--- src/rtl/dice_pkg.sv ---
// Shared constants, state encoding and face-mapping helpers for the dice roll
// sequencer and its debounce front end.
package dice_pkg;

  localparam int LFSR_W = 11;
  localparam logic [LFSR_W-1:0] LFSR_SEED = 11'd18;
  localparam int TAP_HI = 10;
  localparam int TAP_LO = 1;

  localparam logic [4:0] FACE_D6  = 5'd6;
  localparam logic [4:0] FACE_D20 = 5'd20;

  typedef enum logic [1:0] {
    IDLE = 2'd0,
    ROLL = 2'd1,
    DONE = 2'd2
  } state_e;

  function automatic logic [LFSR_W-1:0] lfsr_next(input logic [LFSR_W-1:0] s);
    return {s[LFSR_W-2:0], s[TAP_HI] ^ s[TAP_LO]};
  endfunction

  // Face is taken from the low LFSR bits of the state before it advances.
  function automatic logic [4:0] map_face(input logic [LFSR_W-1:0] lfsr, input logic mode);
    logic [4:0] raw;
    logic [4:0] face;
    if (mode) begin
      raw  = lfsr[4:0];
      face = (raw % FACE_D20) + 5'd1;
    end else begin
      raw  = {2'b00, lfsr[2:0]};
      face = (raw % FACE_D6) + 5'd1;
    end
    return face;
  endfunction

endpackage

--- src/rtl/dice_roll_sequencer_debounce.sv ---
// Button front end: two-flop synchronizer, stable-level debounce counter and a
// registered one-cycle pulse on each rising edge of the debounced level.
module dice_debounce
  import dice_pkg::*;
#(
  parameter int DEBOUNCE_CYCLES = 16
) (
  input  logic clk,
  input  logic rst,
  input  logic trigger_i,
  output logic start_o
);

  localparam int DB_W = (DEBOUNCE_CYCLES > 1) ? $clog2(DEBOUNCE_CYCLES + 1) : 1;
  localparam logic [DB_W-1:0] DB_LAST = DB_W'(DEBOUNCE_CYCLES - 1);

  logic [1:0]      sync_q;
  logic            level_q;
  logic            level_d;
  logic [DB_W-1:0] cnt_q;
  logic [DB_W-1:0] cnt_d;
  logic            start_q;
  logic            start_d;

  // Debounce decision: the level flips on the sample that completes the run.
  always_comb begin
    level_d = level_q;
    cnt_d   = {DB_W{1'b0}};
    start_d = 1'b0;
    if (sync_q[1] != level_q) begin
      if (cnt_q == DB_LAST) begin
        level_d = ~level_q;
        cnt_d   = {DB_W{1'b0}};
        start_d = ~level_q;
      end else begin
        cnt_d   = cnt_q + DB_W'(1);
      end
    end else begin
      cnt_d = {DB_W{1'b0}};
    end
  end

  // Synchronizer, debounce state and start pulse registers.
  always_ff @(posedge clk) begin
    if (rst) begin
      sync_q  <= 2'b00;
      level_q <= 1'b0;
      cnt_q   <= {DB_W{1'b0}};
      start_q <= 1'b0;
    end else begin
      sync_q  <= {sync_q[0], trigger_i};
      level_q <= level_d;
      cnt_q   <= cnt_d;
      start_q <= start_d;
    end
  end

  assign start_o = start_q;

endmodule

--- src/rtl/dice_roll_sequencer.sv ---
// Dice roll sequencer: a debounced press starts a tumble of LFSR-derived faces
// with growing gaps between steps, then freezes the face and pulses valid.
module dice_roll_sequencer
  import dice_pkg::*;
#(
  parameter int DEBOUNCE_CYCLES = 16,
  parameter int ROLL_STEPS      = 8,
  parameter int STEP_BASE       = 4
) (
  input  logic       clk,
  input  logic       rst,
  input  logic       trigger,
  input  logic       twty_mode,
  output logic [4:0] value,
  output logic       busy,
  output logic       valid,
  output logic       mode_q
);

  localparam int STEP_MAX = STEP_BASE * ROLL_STEPS;
  localparam int CNT_W    = $clog2(STEP_MAX + 1);
  localparam logic [3:0] LAST_IDX = 4'(ROLL_STEPS - 1);

  state_e            state_q;
  state_e            state_d;
  logic [LFSR_W-1:0] lfsr_q;
  logic [LFSR_W-1:0] lfsr_d;
  logic [4:0]        value_q;
  logic [4:0]        value_d;
  logic              busy_q;
  logic              busy_d;
  logic              valid_q;
  logic              valid_d;
  logic              mode_reg_q;
  logic              mode_reg_d;
  logic [3:0]        idx_q;
  logic [3:0]        idx_d;
  logic [CNT_W-1:0]  cnt_q;
  logic [CNT_W-1:0]  cnt_d;
  logic [CNT_W-1:0]  term_s;
  logic              start_s;

  dice_debounce #(
    .DEBOUNCE_CYCLES(DEBOUNCE_CYCLES)
  ) u_deb (
    .clk      (clk),
    .rst      (rst),
    .trigger_i(trigger),
    .start_o  (start_s)
  );

  // Gap before step idx is STEP_BASE*(idx+1) cycles, so the counter ends one below.
  assign term_s = CNT_W'(STEP_BASE * (int'(idx_q) + 32'sd1) - 32'sd1);

  // Next-state logic; busy and valid are computed for the following cycle.
  always_comb begin
    state_d    = state_q;
    lfsr_d     = lfsr_q;
    value_d    = value_q;
    mode_reg_d = mode_reg_q;
    idx_d      = idx_q;
    cnt_d      = cnt_q;
    busy_d     = 1'b0;
    valid_d    = 1'b0;
    case (state_q)
      IDLE: begin
        lfsr_d = lfsr_next(lfsr_q);
        if (start_s) begin
          state_d    = ROLL;
          mode_reg_d = twty_mode;
          idx_d      = 4'd0;
          cnt_d      = {CNT_W{1'b0}};
          busy_d     = 1'b1;
        end else begin
          busy_d     = 1'b0;
        end
      end
      ROLL: begin
        busy_d = 1'b1;
        if (cnt_q == term_s) begin
          value_d = map_face(lfsr_q, mode_reg_q);
          lfsr_d  = lfsr_next(lfsr_q);
          idx_d   = idx_q + 4'd1;
          cnt_d   = {CNT_W{1'b0}};
          if (idx_q == LAST_IDX) begin
            state_d = DONE;
            valid_d = 1'b1;
          end else begin
            state_d = ROLL;
          end
        end else begin
          cnt_d = cnt_q + CNT_W'(1);
        end
      end
      DONE: begin
        state_d = IDLE;
        busy_d  = 1'b0;
      end
      default: begin
        state_d = IDLE;
        busy_d  = 1'b0;
      end
    endcase
  end

  // State, datapath and output registers.
  always_ff @(posedge clk) begin
    if (rst) begin
      state_q    <= IDLE;
      lfsr_q     <= LFSR_SEED;
      value_q    <= 5'd0;
      busy_q     <= 1'b0;
      valid_q    <= 1'b0;
      mode_reg_q <= 1'b0;
      idx_q      <= 4'd0;
      cnt_q      <= {CNT_W{1'b0}};
    end else begin
      state_q    <= state_d;
      lfsr_q     <= lfsr_d;
      value_q    <= value_d;
      busy_q     <= busy_d;
      valid_q    <= valid_d;
      mode_reg_q <= mode_reg_d;
      idx_q      <= idx_d;
      cnt_q      <= cnt_d;
    end
  end

  assign value  = value_q;
  assign busy   = busy_q;
  assign valid  = valid_q;
  assign mode_q = mode_reg_q;

endmodule

--- config.mk ---
export PLATFORM = sky130hd
export DESIGN_NAME = dice_roll_sequencer
export DESIGN_NICKNAME = d
export VERILOG_FILES = /design/src/rtl/dice_pkg.sv /design/src/rtl/dice_roll_sequencer_debounce.sv /design/src/rtl/dice_roll_sequencer.sv
export SDC_FILE = /design/constraint.sdc
export NUM_CORES = 1
export LEC_CHECK = 0
export ABC_AREA = 0
export BUFFER_PORTS_ARGS = -buffer_cell sky130_fd_sc_hd__buf_2
export CELL_PAD_IN_SITES_DETAIL_PLACEMENT = 0
export CELL_PAD_IN_SITES_GLOBAL_PLACEMENT = 1
export CORE_ASPECT_RATIO = 1.4
export CORE_MARGIN = 4
export CORE_UTILIZATION = 49
export CTS_CLUSTER_DIAMETER = 100
export DETAILED_ROUTE_END_ITERATION = 12
export PLACE_DENSITY = 0.79
export SETUP_SLACK_MARGIN = 0.2
export SLEW_MARGIN = 20
export SYNTH_ARGS = -nofsm -noshare
export SYNTH_HDL_FRONTEND = slang
export SYNTH_SLANG_ARGS = --single-unit
--- constraint.sdc ---
create_clock -name clk -period 6.6 [get_ports clk]
set_input_delay 1.32 -clock clk [delete_from_list [all_inputs] [get_ports clk]]
set_output_delay 1.32 -clock clk [all_outputs]
set_load 0.02 [all_outputs]
==> results.json, run 1 <==
{
  "status": "finished clean",
  "vias_per_cell": 5.61,
  "cts_setup_buffers": 0,
  "ys_ff_latch": 40,
  "synth_flop_cell": "sky130_fd_sc_hd__dfxtp_1",
  "cp_top_family": "multiplexers",
  "clock_insertion_delay_worst_skew_ps": 290,
  "hold_path_class": "flip-flop to flip-flop",
  "clockRootBuffer": "sky130_fd_sc_hd__clkbuf_8",
  "finalWorstSetupSlack_ps": 3550,
  "global_route.overflow_total": 0,
  "syn_nets": 213,
  "worstPathRequired_ps": 6750,
  "p_clk_share_pct": 36.4,
  "cts_repair_resize_count": 0,
  "synth_top_area_share_pct": 42.4,
  "h-tree-depth": 2,
  "initial_core_utilization_pct": 51.4,
  "pwr-share-seq_pct": 55.4,
  "detailed_routing_iteration_count_for_the_pre_antenna_repair_pass": 4,
  "count_of_flip_flops_with_a_built_in_enable_after_synthesis": 0,
  "drc": 0,
  "n_antenna_cell": 0,
  "cts.hold.buffers_added": 0,
  "crit_fanout": 12,
  "die_width_um": 60.5,
  "grt_pass1_wl_mm": 6.16,
  "sequential_fraction_of_the_synthesis_area_pct": 42.4,
  "synthArstFlopShare_pct": 0,
  "combinationalPowerShare_pct": 8.2,
  "synth.avg_cell_area_um2": 9.26,
  "timing_hold_violations_final": 0,
  "drt_first_iter_violations": 68,
  "grt_pass1_vias": 1446,
  "worst_slew_margin_rel_pct": 50.8,
  "crit_chain": "ha_1, xnor2_1, mux2_4, or4_1, o221ai_2, mux2i_1, nor2_1",
  "final.setup_skew_ps": 9.40,
  "power_switching_mw": 0.116,
  "clockBufferDepth": 2,
  "power.density_nw_per_um2": 228,
  "place_worst_setup_slack_ps": 3590,
  "synthTopCellsByCount": "sky130_fd_sc_hd__dfxtp_1, sky130_fd_sc_hd__nor2_1, sky130_fd_sc_hd__mux2i_1",
  "cellLeakagePower_nw": 0.845,
  "cts_inserted_buffers": 5,
  "tritoncts_clock_tree": "done",
  "swShare_pct": 24.8,
  "tritoncts_num_sinks": 40,
  "start_kind": "flip-flop",
  "rrSetupSlack_ps": 3550,
  "globalRouteTotalUtil_pct": 16.3,
  "crit_path_end_kind": "flip-flop",
  "die_h_um": 81.4,
  "p_int_mw": 0.352,
  "synthMostInstantiatedCell": "sky130_fd_sc_hd__dfxtp_1",
  "flow.area_growth_from_synthesis_pct": 8.81,
  "critical-path-slowest-cell": "sky130_fd_sc_hd__o221ai_2",
  "synth.cell_area_um2": 1890,
  "finalSetupTns_ps": 0,
  "rsz0062_at_grt": "no",
  "ys_warn_count": 0,
  "maximum_cell_stage_delay_along_the_critical_path_ps": 590,
  "final_net_count": 223,
  "ranking_of_synthesized_cells_by_area": "sky130_fd_sc_hd__dfxtp_1, sky130_fd_sc_hd__mux2i_1, sky130_fd_sc_hd__nor2_1, sky130_fd_sc_hd__xnor2_1, sky130_fd_sc_hd__ha_1",
  "gp_routability_congestion": 0.873,
  "max_cap_violations": 0,
  "final-setup-viol-count": 0,
  "routed_wire_length_per_instance_um": 13.5,
  "final_min_period_over_clock_period_pct": 46.2,
  "drive_above_1_share_pct": 11.6,
  "final-max-slew-violation-count": 0,
  "die_area_um2": 4920,
  "path_clk_slew_ps": 80,
  "worst_margin_pin_slew_ps": 738,
  "critical_setup_path_kind": "flip-flop to flip-flop",
  "detail_route.wirelength_mm": 3.47,
  "grt_max_degree": 37,
  "fp-row-count": 26,
  "antenna_found_initial": 0,
  "critPathArrivalTime_ps": 3200,
  "timing.final.crit_period_ps": 3050,
  "dr_total_vias": 1443,
  "max_freq_ghz": 0.328,
  "critPathBufInv": 0,
  "antenna_violating_nets_post_route": 0,
  "hpwlAfterDp_mm": 2.52,
  "ys_types": 45,
  "irDropWorstVdd_mv": 0.199,
  "core_um2": 3680,
  "number_of_primary_i_o_pins": 12,
  "io_buffer_count": 11,
  "postSynthCellCount": 204,
  "synth_area_leader_cell": "sky130_fd_sc_hd__dfxtp_1"
}
registers in the layout, indices dropped and copies added, names as in the netlist, 2 cells and up:
register,count
u_deb.cnt_q,5
idx_q,4
lfsr_q,11
cnt_q,6
state_q,2
value,5
u_deb.sync_q,2
power by group through the flow:
stage / Clock (mW) / Sequential, mW / Combinational [mW]
3_5_place_dp: 0 / 0.266 / 0.0387
3_3_place_gp: 0 / 0.265 / 0.0374
2_1_floorplan: 0 / 0.262 / 0.0348
4_1_cts: 0.176 / 0.260 / 0.0388
5_1_grt: 0.186 / 0.262 / 0.0433
6_report: 0.170 / 0.260 / 0.0385
worst paths after layout:
kind / start / endpoint / cells after the start
setup / recovery: idx_q[0] / lfsr_q[3] / 7
hold / removal: u_deb.cnt_q[0] / u_deb.cnt_q[0] / 1
setup reg to reg: idx_q[0] / lfsr_q[3] / 7
hold reg to reg: u_deb.cnt_q[0] / u_deb.cnt_q[0] / 1
layout make-up:
type / count / area, um^2
clock inverters: 2 / 15.0
clock buffers: 6 / 82.6
fillers: 348 / 1620
inverters: 6 / 22.5
well taps: 42 / 52.6
flip-flops and latches: 40 / 801
repair buffers: 11 / 55.1
multi-input cells: 150 / 1030
stage by stage:
step                hold slack, ps  util [%]  area (um^2)  cells  power (mW)
floorplan                      414         -         1890    204       0.297
detailed placement             436      53.2         1960    249       0.304
global placement               427      53.2         1960    249       0.303
global route                   481      55.9         2050    257       0.491
finish                         452      55.9         2050    257       0.469
CTS                            456      55.9         2050    257       0.475
cells by family after synthesis:
logic type / synth area share [%]
flip-flops: 42.4
adder cells (fa/ha/maj): 3.31
XOR/XNOR: 5.57
AND/OR/NAND/NOR: 22.2
AO/OA/AOI/OAI: 12.8
multiplexers: 10.5
buffers and inverters: 3.25
cell usage in the layout, fill, tap and decap left out, types with 6 or more instances in the layout:
| cell | Yosys | routed |
|---|---|---|
| sky130_fd_sc_hd__mux2i_1 | 16 | 16 |
| sky130_fd_sc_hd__inv_1 | 6 | 6 |
| sky130_fd_sc_hd__nand2_1 | 10 | 10 |
| sky130_fd_sc_hd__dfxtp_1 | 40 | 40 |
| sky130_fd_sc_hd__nand3_1 | 7 | 7 |
| sky130_fd_sc_hd__xnor2_1 | 10 | 10 |
| sky130_fd_sc_hd__a21oi_1 | 6 | 6 |
| sky130_fd_sc_hd__buf_2 | 1 | 11 |
| sky130_fd_sc_hd__nand2b_1 | 6 | 6 |
| sky130_fd_sc_hd__nor3_1 | 6 | 6 |
| sky130_fd_sc_hd__nor2_1 | 27 | 27 |
| sky130_fd_sc_hd__nor2b_1 | 6 | 6 |
| sky130_fd_sc_hd__o21ai_0 | 6 | 6 |
| sky130_fd_sc_hd__clkbuf_8 | 0 | 6 |
routing by layer:
layer | GRT usage (%) | share of wire, % | vias to the layer above
li1 | - | - | 738
met1 | 18.0 | 44 | 677
met2 | 28.1 | 51 | 17
met3 | 3.93 | 2.2 | 11
met4 | 8.89 | 3.4 | 0
met5 | 0 | 0 | -
No activity file was read; power rests on OpenSTA's default activity.
==> run 2, diff against run 1 <==
--- a/config.mk
+++ b/config.mk
@@ -11,10 +11,10 @@
 export CELL_PAD_IN_SITES_GLOBAL_PLACEMENT = 1
 export CORE_ASPECT_RATIO = 1.4
 export CORE_MARGIN = 4
-export CORE_UTILIZATION = 49
+export CORE_UTILIZATION = 46
 export CTS_CLUSTER_DIAMETER = 100
 export DETAILED_ROUTE_END_ITERATION = 12
-export PLACE_DENSITY = 0.79
+export PLACE_DENSITY = 0.75
 export SETUP_SLACK_MARGIN = 0.2
 export SLEW_MARGIN = 20
 export SYNTH_ARGS = -nofsm -noshare
==> constraint.sdc (replaced) <==
create_clock -name clk -period 3.15 [get_ports clk]
set_input_delay 0.63 -clock clk [delete_from_list [all_inputs] [get_ports clk]]
set_output_delay 0.63 -clock clk [all_outputs]
set_load 0.02 [all_outputs]
==> run 2 against run 1 <==
  * Clock power grew to 2.8 times the previous value
  * Critical path depth is 1 higher
  * Routed wire length is 5.4% higher
  * Die area is 5.8% higher
  * Non-clock buffer count is 1 higher
  * Count of clock-buffer cells in the layout is 1 lower
==> results.json, run 2 (synthesis results as in run 1) <==
{
  "final_net_count": 224,
  "grt_pass1_wl_mm": 6.20,
  "global_route.overflow_total": 0,
  "drive_above_1_share_pct": 12.1,
  "reg2reg_from": "idx_q[0]",
  "largest_registers": "lfsr_q: 11 flops, cnt_q: 6 flops",
  "largest_reg_flops": 11,
  "path_clk_slew_ps": 70,
  "fp-row-count": 27,
  "grt_max_degree": 37,
  "io_buffer_count": 11,
  "max_freq_ghz": 0.360,
  "worstHoldPathCells": 1,
  "final_min_period_over_clock_period_pct": 88.1,
  "die_width_um": 62.1,
  "core_um2": 3950,
  "cts_repair_resize_count": 0,
  "routed_wire_length_per_instance_um": 14.2,
  "finalSetupTns_ps": 0,
  "drc": 0,
  "max_cap_violations": 0,
  "timing_hold_violations_final": 0,
  "start_kind": "flip-flop",
  "critPathArrivalTime_ps": 2930,
  "terminating_pin_of_the_worst_hold_path": "u_deb.cnt_q[0]",
  "critical_setup_path_kind": "flip-flop to flip-flop",
  "status": "finished clean",
  "final-setup-viol-count": 0,
  "cts.hold.buffers_added": 0,
  "cts_inserted_buffers": 5,
  "h-tree-depth": 2,
  "tritoncts_num_sinks": 40,
  "timing.final.crit_period_ps": 2780,
  "critPathBufInv": 1,
  "n_antenna_cell": 0,
  "placed_cells": 251,
  "crit_fanout": 12,
  "crit_path_end_kind": "flip-flop",
  "irDropWorstVdd_mv": 0.373,
  "final_common_cell": "sky130_fd_sc_hd__dfxtp_1",
  "cellLeakagePower_nw": 0.864,
  "cts_setup_buffers": 0,
  "final-max-slew-violation-count": 0,
  "critical-path-slowest-cell": "sky130_fd_sc_hd__or4_1",
  "crit_chain": "ha_1, xnor2_1, mux2_4, or4_1, o221ai_2, buf_4, mux2i_1, nor2_1",
  "power.density_nw_per_um2": 530,
  "flow.area_growth_from_synthesis_pct": 11.1,
  "final.hold.worst_slack_ps": 447,
  "timing.hold.worst.start": "u_deb.cnt_q[0]",
  "number_of_primary_i_o_pins": 12,
  "dr_total_vias": 1476,
  "clockBufferDepth": 2,
  "hold_path_class": "flip-flop to flip-flop",
  "most-common-layout-cells": "sky130_fd_sc_hd__dfxtp_1, sky130_fd_sc_hd__nor2_1, sky130_fd_sc_hd__mux2i_1",
  "antenna_violating_nets_post_route": 0,
  "initial_core_utilization_pct": 47.8,
  "drt_first_iter_violations": 67,
  "detail_route.wirelength_mm": 3.66,
  "fin_total_pwr_mw": 1.11,
  "grt_pass1_vias": 1379,
  "gp_routability_congestion": 0.806,
  "clockRootBuffer": "sky130_fd_sc_hd__clkbuf_8",
  "cp_top_family": "simple AND/OR/NAND/NOR gates",
  "worst_margin_pin_slew_ps": 613,
  "register_containing_the_most_flip_flops_in_the_final_layout": "lfsr_q",
  "worstPathRequired_ps": 3310,
  "antenna_found_initial": 0,
  "final.setup_skew_ps": 5.75,
  "tritoncts_clock_tree": "done",
  "fillers": 393,
  "r2r-end": "lfsr_q[3]",
  "vias_per_cell": 5.72,
  "die_area_um2": 5210,
  "fin_cells": 258,
  "detailed_routing_iteration_count_for_the_pre_antenna_repair_pass": 4,
  "globalRouteTotalUtil_pct": 14.5,
  "rrSetupSlack_ps": 370,
  "clock_insertion_delay_worst_skew_ps": 290,
  "die_h_um": 83.8,
  "rsz0062_at_grt": "yes",
  "maximum_cell_stage_delay_along_the_critical_path_ps": 530,
  "worst_slew_margin_rel_pct": 59.1,
  "hpwlAfterDp_mm": 2.61,
  "r2r_cells": 8
}
run 2: worst max-delay path by stage:
stage	start	to	slack [ps]	cells after the start
4_1_cts	idx_q[0]	lfsr_q[3]	380	8
3_5_place_dp	idx_q[0]	lfsr_q[8]	400	8
3_3_place_gp	idx_q[0]	lfsr_q[6]	490	8
5_1_grt	idx_q[0]	lfsr_q[3]	170	8
2_1_floorplan	idx_q[0]	lfsr_q[10]	610	8
6_report	idx_q[0]	lfsr_q[3]	370	8
run 2: stage by stage:
stage	instance area, um^2	worst slack (ps)	util (%)
3_3_place_gp	1970	493	49.7
6_report	2100	375	53.1
4_1_cts	2090	377	53.0
2_1_floorplan	1890	613	-
3_5_place_dp	1970	401	49.7
5_1_grt	2100	175	53.1
run 2: where the power goes:
group / switching [mW] / internal [mW]
Sequential: 0.0227 / 0.523
Combinational: 0.0436 / 0.0393
Clock: 0.171 / 0.312
Total: 0.238 / 0.874
run 2: final cells by class:
| cell class | count | area, um^2 | area share, % |
|---|---|---|---|
| multi-input cells | 150 | 1030 | 49.1 |
| flip-flops and latches | 40 | 801 | 38.2 |
| clock buffers | 5 | 68.8 | 3.28 |
| repair buffers | 12 | 62.6 | 2.98 |
| clock inverters | 2 | 60.1 | 2.86 |
| well taps | 43 | 53.8 | 2.56 |
| inverters | 6 | 22.5 | 1.07 |
run 2: per-layer routing:
layer	up-vias	wire length, um	GRT usage, %
met5	-	0	0
met1	701	1610	16.2
li1	741	-	-
met4	0	141	10.3
met3	13	105	3.23
met2	21	1810	24.0
